===== src/rtl/clock_pkg.sv =====
// rtl/clock_pkg.sv - BCD time types, limits and digit helpers shared by the clock blocks
package clock_pkg;

  typedef logic [7:0] bcd2_t;

  localparam bcd2_t BCD_MAX_SEC = 8'h59;
  localparam bcd2_t BCD_MAX_MIN = 8'h59;
  localparam bcd2_t BCD_MAX_HR  = 8'h23;

  // With both nibbles already <= 9, a plain unsigned compare orders BCD values correctly.
  function automatic logic bcd2_valid(bcd2_t v, bcd2_t max);
    return (v[3:0] <= 4'd9) && (v[7:4] <= 4'd9) && (v <= max);
  endfunction

  function automatic bcd2_t bcd2_inc(bcd2_t v);
    bcd2_t r;
    if (v[3:0] == 4'd9) begin
      r = {v[7:4] + 4'd1, 4'h0};
    end else begin
      r = {v[7:4], v[3:0] + 4'd1};
    end
    return r;
  endfunction

  function automatic bcd2_t bcd2_to_12h(bcd2_t hh);
    bcd2_t r;
    r = hh;
    case (hh)
      8'h00: r = 8'h12;
      8'h13, 8'h14, 8'h15, 8'h16, 8'h17, 8'h18, 8'h19: r = hh - 8'h12;
      8'h20: r = 8'h08;
      8'h21: r = 8'h09;
      8'h22: r = 8'h10;
      8'h23: r = 8'h11;
      default: r = hh;
    endcase
    return r;
  endfunction

endpackage


===== src/rtl/bcd_mod_counter.sv =====
// rtl/bcd_mod_counter.sv - two-digit BCD counter wrapping at MAX, with load and carry-out
module bcd_mod_counter
  import clock_pkg::*;
#(
  parameter bcd2_t MAX       = BCD_MAX_SEC,
  parameter bcd2_t RESET_VAL = 8'h00
) (
  input  logic  clk,
  input  logic  rst,
  input  logic  inc,
  input  logic  load,
  input  bcd2_t load_val,
  output bcd2_t value,
  output logic  carry
);

  assign carry = inc && (value == MAX);

  always_ff @(posedge clk) begin
    if (rst) begin
      value <= RESET_VAL;
    end else if (load) begin
      value <= load_val;
    end else if (inc) begin
      value <= carry ? 8'h00 : bcd2_inc(value);
    end
  end

endmodule


===== src/rtl/time_keeper.sv =====
// rtl/time_keeper.sv - BCD HH:MM:SS time-of-day counter with validated set and 12-hour display
module time_keeper
  import clock_pkg::*;
#(
  parameter logic [7:0] RESET_HH = 8'h00,
  parameter logic [7:0] RESET_MM = 8'h00,
  parameter logic [7:0] RESET_SS = 8'h00
) (
  input  logic       clk,
  input  logic       rst,
  input  logic       tick_in,
  input  logic       set_en,
  input  logic [7:0] set_hh,
  input  logic [7:0] set_mm,
  input  logic [7:0] set_ss,
  output logic [7:0] hh_bcd,
  output logic [7:0] mm_bcd,
  output logic [7:0] ss_bcd,
  output logic [7:0] disp_hh_bcd,
  output logic       pm,
  output logic       sec_pulse,
  output logic       day_pulse,
  output logic       set_err
);

  logic tick_q;
  logic advance;
  logic set_valid;
  logic load;
  logic inc;
  logic ss_carry;
  logic mm_carry;
  logic hh_carry;

  assign advance   = tick_in && !tick_q;
  assign set_valid = bcd2_valid(set_hh, BCD_MAX_HR) &&
                     bcd2_valid(set_mm, BCD_MAX_MIN) &&
                     bcd2_valid(set_ss, BCD_MAX_SEC);
  assign load      = set_en && set_valid;
  // Any set request, accepted or rejected, swallows a coincident tick edge.
  assign inc       = advance && !set_en;

  bcd_mod_counter #(.MAX(BCD_MAX_SEC), .RESET_VAL(RESET_SS)) u_ss (
    .clk(clk), .rst(rst), .inc(inc), .load(load), .load_val(set_ss),
    .value(ss_bcd), .carry(ss_carry)
  );

  bcd_mod_counter #(.MAX(BCD_MAX_MIN), .RESET_VAL(RESET_MM)) u_mm (
    .clk(clk), .rst(rst), .inc(ss_carry), .load(load), .load_val(set_mm),
    .value(mm_bcd), .carry(mm_carry)
  );

  bcd_mod_counter #(.MAX(BCD_MAX_HR), .RESET_VAL(RESET_HH)) u_hh (
    .clk(clk), .rst(rst), .inc(mm_carry), .load(load), .load_val(set_hh),
    .value(hh_bcd), .carry(hh_carry)
  );

  always_ff @(posedge clk) begin
    if (rst) begin
      tick_q    <= 1'b1;
      sec_pulse <= 1'b0;
      day_pulse <= 1'b0;
      set_err   <= 1'b0;
    end else begin
      tick_q    <= tick_in;
      sec_pulse <= inc;
      day_pulse <= hh_carry;
      set_err   <= set_en && !set_valid;
    end
  end

  assign disp_hh_bcd = bcd2_to_12h(hh_bcd);
  assign pm          = (hh_bcd >= 8'h12);

endmodule


===== config.mk =====
export PLATFORM = sky130hd
export DESIGN_NAME = time_keeper
export DESIGN_NICKNAME = d
export VERILOG_FILES = /design/src/rtl/clock_pkg.sv /design/src/rtl/bcd_mod_counter.sv /design/src/rtl/time_keeper.sv
export SDC_FILE = /design/constraint.sdc
export NUM_CORES = 1
export LEC_CHECK = 0
export ABC_CLOCK_PERIOD_IN_PS = 2100
export BUFFER_PORTS_ARGS = -buffer_cell sky130_fd_sc_hd__buf_4
export CORE_UTILIZATION = 27
export CTS_BUF_LIST = sky130_fd_sc_hd__clkbuf_8
export CTS_CLUSTER_SIZE = 25
export DETAILED_ROUTE_END_ITERATION = 8
export PLACE_DENSITY_LB_ADDON = 0.1
export RECOVER_POWER = 100
export SLEW_MARGIN = 20
export SYNTH_ARGS = -nofsm -noshare
export SYNTH_HDL_FRONTEND = slang
export SYNTH_SLANG_ARGS = --single-unit

===== constraint.sdc =====
create_clock -name clk -period 2.1 [get_ports clk]
set_input_delay 0.315 -clock clk [delete_from_list [all_inputs] [get_ports clk]]
set_output_delay 0.315 -clock clk [all_outputs]
set_load 0.03 [all_outputs]

# Yosys cells after proc, flatten, opt, wreduce, memory -nomap -nowiden
# Index checks and enable logic that the tools add are counted.
# classes
addsub	7
order_cmp	10
n_eq_ne	16
muxes	13
n_reduce_logical	29
# ops
op	count
8-bit two-way mux	12
8-bit by 5-bit == test with 1-bit output (second input constant)	7
8-bit case mux with 6 select lines	1
8-bit by 6-bit == test with 1-bit output (second input constant)	4
4-bit by 1-bit adder with 4-bit output (second input constant)	6
4-bit less-or-equal comparator (second input constant)	6
8-bit by 7-bit == test with 1-bit output (second input constant)	2
8-bit by 7-bit less-or-equal comparator with 1-bit output (second input constant)	2
1-bit logical AND	15
4-bit == test (second input constant)	3
3-bit nonzero test	3
8-bit by 5-bit greater-or-equal comparator with 1-bit output (second input constant)	1
8-bit by 6-bit less-or-equal comparator with 1-bit output (second input constant)	1
8-bit zero test	1
8-bit by 5-bit subtractor with 8-bit output (second input constant)	1
7-bit OR reduction	1
2-bit AND reduction	3
2-bit nonzero test	3
1-bit zero test	3
# totals
ff_bits	28
inputBits	28
wordCells	85

# Depth between registers and ports, before layout
# Gate-level depths: netlist of the first run.
# depth
word_depth	9
mapped_depth	9

# Modules after synthesis
# From an unflattened synthesis of the first run, not the netlist that was laid out.
# unflattened
cells_unflattened	247
hier_area_um2	2042.0
# by_module_without_submodules
mod	instances	cells_each	area_per_inst_um2	seq_area_each_um2
bcd_mod_counter (u_mm ...)	2	63	533.0	160.2
bcd_mod_counter (u_hh)	1	65	546.8	160.2
time_keeper	1	56	429.2	80.1

# Worst setup path after synthesis of the first run
# OpenSTA, ideal clock, no wires.
# synth_path
path_kind	flip-flop to output port
startpoint	register u_hh.value[5]
endpoint	output port disp_hh_bcd[3]
arrival_time_ns	1.960
t_required_ns	1.785
setup_slack_ns	-0.175
path_stages_with_launch	6
cell_sequence	dfxtp_1 > inv_1 > ha_1 > and4_1 > and3_1 > o21ai_0
# synth_between
elab_chain_len	3
elab_cells_between_ends	14
classes_between	eq/ne: 11; mux: 1; reduce/logical: 2
# synth_lines
element	line	rtl
start: declaration	bcd_mod_counter.sv:13	output bcd2_t value,
start signal: assignment	bcd_mod_counter.sv:23	value <= load_val;
start signal: assignment	bcd_mod_counter.sv:25	value <= carry ? 8'h00 : bcd2_inc(value);
8-bit by 5-bit == test with 1-bit output	clock_pkg.sv:28	case (hh)
7-bit OR reduction	clock_pkg.sv:28	
8-bit case mux with 6 select lines (*)	clock_pkg.sv:28	
end: declaration	time_keeper.sv:19	output logic [7:0] disp_hh_bcd,
# Every way passes the cells marked *; elsewhere a longest branch is shown, timed or not.

# Worst setup path after layout of the first run
# layout_path
startpoint	register u_hh.value[3]
endpoint	output port disp_hh_bcd[7]
# layout_between
elab_chain_len	3
elab_cells_between_ends	15
classes_between	add/sub: 1; eq/ne: 11; mux: 1; reduce/logical: 2
# layout_lines
element	line
parallel branches: the longest is 2 deep, another holds 8-bit by 5-bit subtractor with 8-bit output	n/a
8-bit case mux with 6 select lines (*)	clock_pkg.sv:28
# Mark *: on every way between the ends.

==> flow_summary.yaml, run 1 <==
job:
  drv_cap: 0
power:
  pwr-share-seq_pct: 49.8
  p_clk_share_pct: 41.1
  p_comb_share_pct: 9.1
  vdd_drop_max_v: 0.000184
  p_int_mw: 0.835
  p_leak_nw: 1.17
  switchingPower_mw: 0.237
  power_density_nw_per_um2: 393
  swShare_pct: 22.1
yosys:
  netlist_area_um2: 1950
  synth_seq_cells: 28
  yosysUniqueCellTypes: 56
  yosysSeqAreaShare_pct: 28.8
  synth_area_leaders: "dfxtp_1, ha_1, nor2_1"
  synth_common_cells: "dfxtp_1, nor2_1, ha_1"
  synth_top_area_share_pct: 28.8
  synth_top_cell_by_area: "dfxtp_1"
  synth_area_per_cell_um2: 8.09
  ys_warn_count: 0
  synthArstFlopShare_pct: 0
  syn_inst: 241
  syn_nets: 283
  synth_edf_count: 0
  synth-main-ff-cell: "dfxtp_1"
floorplan:
  die_x_um: 87.0
  initial_utilization_pct: 28.4
  rows: 30
  io_pins: 64
  die-height_um: 87.0
  core_area_um2: 6870
  fp.dieArea_um2: 7560
worst_setup_path:
  critPathArrivalTime_ps: 1740
  rr_worst_depth: 7
  start_kind: "flop"
  critPathSlowestCell: "dfxtp_4"
  crit_chain: "a211o_1 > and4_4 > and3_4 > or2_2 > buf_6"
  cpPeakStageDelay_ps: 370
  cp_max_fo: 5
  critPathRequiredTime_ps: 1780
  crit_type: "flop to output pin"
  crit_path_end_kind: "output pin"
timing:
  hold_viol_final: 0
  skew_ps: 6.38
  setup_viol: 0
  slew_viol_final: 0
  setup_slack_ps: 40.0
  post-route-min-period_ps: 2060
  tightest_slew_ps: 485
  max_slew_margin_pct: 67.6
  fmax_mhz: 485
  period_share_pct: 98.1
layout:
  insertedDiodeCount: 0
  nets: 356
  layoutNonFillerInstCount: 409
  area_growth_pct: 39.8
  drive_gt1_share_pct: 37.1
outcome:
  status: "complete, no violations"
placement:
  gp_congestion: 0.733
  dp_hpwl_um: 4230
  portBuffers: 63
  dp.cells: 399
  dp_slack_ps: 84.1
clocking:
  cts_root_buf: "clkbuf_8"
  clock-sinks: 28
  insertion_delay_ps: 280
  cts_max_level: 1
  cts_buffers: 3
  clockBufferDepth: 2
  cts_tree: "done"
  clk_pin_slew_ps: 110
detailed_routing:
  drc: 0
  drtIter0Drc: 52
  routedWlPerCell_um: 13.4
  avgViaCountPerCell: 4.92
  wirelength_um: 5500
  vias: 2011
  drtAntennaViolNets: 0
  dr.pass1.iters: 4
global_routing:
  grt_pass1_wl_um: 8690
  groute.usage.overall_pct: 14.6
  grt_max_degree: 26
  antenna_found_initial: 0
  grt_pass1_vias: 1808
  gr-total-overflow: 0
min_path:
  worstHoldPathCells: 2
  hold_class: "primary input to flop"
[through the flow]
stage / util (%) / hold WS [ps] / power, mW / TNS, ps / cell area (um^2)
floorplan: - / 422 / 0.590 / 0 / 1950
global placement: 37.0 / 496 / 0.651 / 0 / 2540
detailed placement: 37.0 / 494 / 0.651 / 0 / 2540
CTS: 38.4 / 222 / 1.10 / 0 / 2640
global route: 39.7 / 224 / 1.12 / -3.53 / 2730
finish: 39.7 / 231 / 1.07 / 0 / 2730
[power groups by stage]
stage	sequential (mW)	clock, mW	combinational [mW]
after floorplan	0.558	0	0.0321
after global placement	0.552	0	0.0987
after detailed placement	0.552	0	0.0987
after CTS	0.539	0.458	0.0992
after global routing	0.534	0.476	0.106
final	0.533	0.440	0.0975
[what timing repair did]
item / CTS / global route
pin swaps: 2 / 4
resized for setup: 7 / 20
gates cloned: 0 / 0
buffers inserted: 1 / 5
setup endpoints to repair: 4 / 5
hold buffers: 0 / 0
[area by class of cell]
class | instances | area [um^2]
well taps | 96 | 120
repair buffers | 85 | 631
fillers | 757 | 4140
flip-flops and latches | 28 | 583
inverters | 13 | 48.8
clock inverters | 1 | 30.0
clock buffers | 3 | 41.3
multi-input cells | 183 | 1270
[path summary, 6_finish.rpt]
check                         to  slack [ps]          start
setup / recovery  disp_hh_bcd[7]          40  u_hh.value[3]
hold / removal            tick_q         230        tick_in
hold reg to reg    u_hh.value[6]         500  u_hh.value[6]
setup reg to reg   u_hh.value[2]         150  u_mm.value[1]
[state kept, by name, indices dropped and copies added (netlist names)]
signal / flops
u_hh.value: 8
u_mm.value: 8
u_ss.value: 8
day_pulse: 1
sec_pulse: 1
set_err: 1
tick_q: 1
[cell families after synthesis]
group                    count (synthesis)  share of synthesized area, %
buffers and inverters                   30                          8.54
multiplexers                             4                          2.05
AO/OA/AOI/OAI                           61                          21.4
flip-flops                              28                          28.8
AND/OR/NAND/NOR                        102                          29.4
adder cells (fa/ha/maj)                 14                          8.99
XOR/XNOR                                 2                         0.899
[worst max-delay path: cells and delay by family, from the launching register on]
kind	cells	cell delay (ps)
AO/OA/AOI/OAI	1	300
flip-flops	1	370
buffers and inverters	1	140
AND/OR/NAND/NOR	3	650
[cells in the final DEF, fill, tap and decap left out, types with 3 or more instances in the layout]
cell type / n
o21ai_0: 10
buf_4: 80
nand2_1: 13
clkbuf_1: 3
dfxtp_4: 5
dfxtp_1: 20
inv_1: 13
nand3_1: 8
ha_1: 11
dfxtp_2: 3
a211oi_1: 13
nand4_1: 6
a21oi_1: 11
nor3_1: 9
nor2_1: 28
a311oi_1: 4
and3b_2: 3
clkbuf_8: 3
o21a_1: 3
and3_1: 3
mux2i_1: 4
[per-layer routing]
| layer | part of all wire (%) | GRT usage [%] | up-vias |
|---|---|---|---|
| li1 | - | - | 1032 |
| met1 | 49 | 18.9 | 938 |
| met2 | 47 | 25.2 | 39 |
| met3 | 3.7 | 2.56 | 2 |
| met4 | 0.56 | 3.18 | 0 |
| met5 | 0 | 0 | - |
(Power assumes the default switching activity.)
==> run 2: changes to the inputs <==
--- a/config.mk
+++ b/config.mk
@@ -8,4 +8,5 @@
 export ABC_CLOCK_PERIOD_IN_PS = 2100
 export BUFFER_PORTS_ARGS = -buffer_cell sky130_fd_sc_hd__buf_4
+export CORE_MARGIN = 3
 export CORE_UTILIZATION = 27
 export CTS_BUF_LIST = sky130_fd_sc_hd__clkbuf_8
==> constraint.sdc (replaced) <==
create_clock -name clk -period 2.1 [get_ports clk]
set_input_delay 0.21 -clock clk [delete_from_list [all_inputs] [get_ports clk]]
set_output_delay 0.21 -clock clk [all_outputs]
set_load 0.03 [all_outputs]
==> run 2 against run 1 <==
Flip-flop and latch count unchanged. First-iteration DRC count grew 88%. Non-clock buffer count fell by 6. Clock skew is 2.6 ps lower.
==> flow_summary.yaml, run 2 (synthesis gave the netlist of run 1 again) <==
floorplan:
  initial_utilization_pct: 28.2
  die_x_um: 91.0
  core_area_um2: 6910
  rows: 30
  die-height_um: 91.0
  io_pins: 64
  fp.dieArea_um2: 8280
job:
  drv_cap: 0
timing:
  setup_viol: 0
  rsz0062_at_grt: "true"
  slew_viol_final: 0
  hold_viol_final: 0
  max_slew_margin_pct: 16.6
  skew_ps: 3.78
  post-route-min-period_ps: 2000
  fmax_mhz: 500
  tightest_slew_ps: 1250
  fin_hold_ws_ps: 141
  period_share_pct: 95.2
global_routing:
  antenna_found_initial: 0
  gr-total-overflow: 0
  grt_pass1_wl_um: 9400
  grt_max_degree: 27
  groute.usage.overall_pct: 13.5
  grt_pass1_vias: 1934
placement:
  dp_hpwl_um: 4310
  gp_congestion: 0.754
  portBuffers: 63
detailed_routing:
  drc: 0
  routedWlPerCell_um: 13.8
  avgViaCountPerCell: 4.92
  drtIter0Drc: 98
  dr.pass1.iters: 4
  wirelength_um: 5550
  vias: 1979
  drtAntennaViolNets: 0
layout:
  drive_gt1_share_pct: 23.2
  insertedDiodeCount: 0
  area_growth_pct: 27.9
  top_regs: "u_hh.value x8, u_mm.value x8, u_ss.value x8"
  final_cell_mix: "buf_4, clkbuf_1, nor2_1, dfxtp_1, ha_1"
  final_common_cell: "buf_4"
  nets: 350
  fillers: 799
clocking:
  cts_buffers: 3
  clk_pin_slew_ps: 100
  cts_root_buf: "clkbuf_8"
  cts_max_level: 1
  cts_setup_buffers: 0
  clockBufferDepth: 2
  insertion_delay_ps: 270
  cts_tree: "done"
  clock-sinks: 28
worst_setup_path:
  crit_type: "flop to flop"
  critPathRequiredTime_ps: 2290
  crit_path_end_kind: "flop"
  start_kind: "flop"
  critPathArrivalTime_ps: 2190
  cp_max_fo: 6
power:
  p_leak_nw: 1.02
  power_mw: 0.934
  vdd_drop_max_v: 0.000245
  power_density_nw_per_um2: 375
outcome:
  status: "complete, no violations"
min_path:
  hold_class: "primary input to flop"
run 2: cell types whose count changed in the layout (fill, tap and decap cells not counted), sizes merged:
cell,before,now
clkbuf,7,35
buf,81,47
bufinv,1,0
run 2: cell type report:
| class | instances | area [um^2] | share of cell area, % |
|---|---|---|---|
| timing repair buffer | 79 | 478 | 19.2 |
| tap | 96 | 120 | 4.82 |
| inverter | 13 | 48.8 | 1.96 |
| clock buffer | 3 | 41.3 | 1.66 |
| sequential | 28 | 569 | 22.8 |
| multi-input combinational | 183 | 1230 | 49.5 |
run 2: worst max-delay path: stages, from the launching register on:
cell	delay [ps]
dfxtp_1	440
ha_1	170
and3b_1	190
clkbuf_1	230
nand4_1	180
or4_1	490
a211oi_1	220
run 2: final timing paths:
| path | depth (start not counted) | to | from | slack, ps |
|---|---|---|---|---|
| setup / recovery | 6 | u_mm.value[7] | u_mm.value[0] | 100 |
| hold / removal | 2 | tick_q | tick_in | 140 |
| setup reg to reg | 6 | u_mm.value[7] | u_mm.value[0] | 100 |
| hold reg to reg | 2 | u_ss.value[7] | u_ss.value[7] | 510 |
run 2: per-layer routing:
| metal | wire [um] | GRT usage [%] | vias to the layer above | part of all wire [%] |
|---|---|---|---|---|
| li1 | - | - | 1016 | - |
| met1 | 2590 | 16.9 | 914 | 47 |
| met2 | 2640 | 23.7 | 47 | 47 |
| met3 | 301 | 3.15 | 2 | 5.4 |
| met4 | 29 | 2.26 | 0 | 0.52 |
| met5 | 0 | 0 | - | 0 |
run 2: timing repair:
item	CTS	global route
setup endpoints to repair	1	7
hold endpoints to repair	0	0
gates cloned	0	0
hold buffers	0	0
resized for setup	1	9
run 2: per-stage QoR:
step,setup WS [ps],utilization [%],instance area [um^2],instances,setup TNS (ps)
after floorplan,12.1,-,1950,241,0
after global placement,200,36.8,2540,399,0
after detailed placement,136,36.8,2540,399,0
after CTS,0.445,37.5,2590,402,0
after global routing,-4.31,36.1,2490,402,-8.06
final,102,36.1,2490,402,0
run 2: power breakdown:
group	switching [mW]	total [mW]	internal (mW)
sequential	0.00436	0.538	0.534
combinational	0.0481	0.0972	0.0491
clock	0.170	0.298	0.129
total	0.222	0.934	0.712
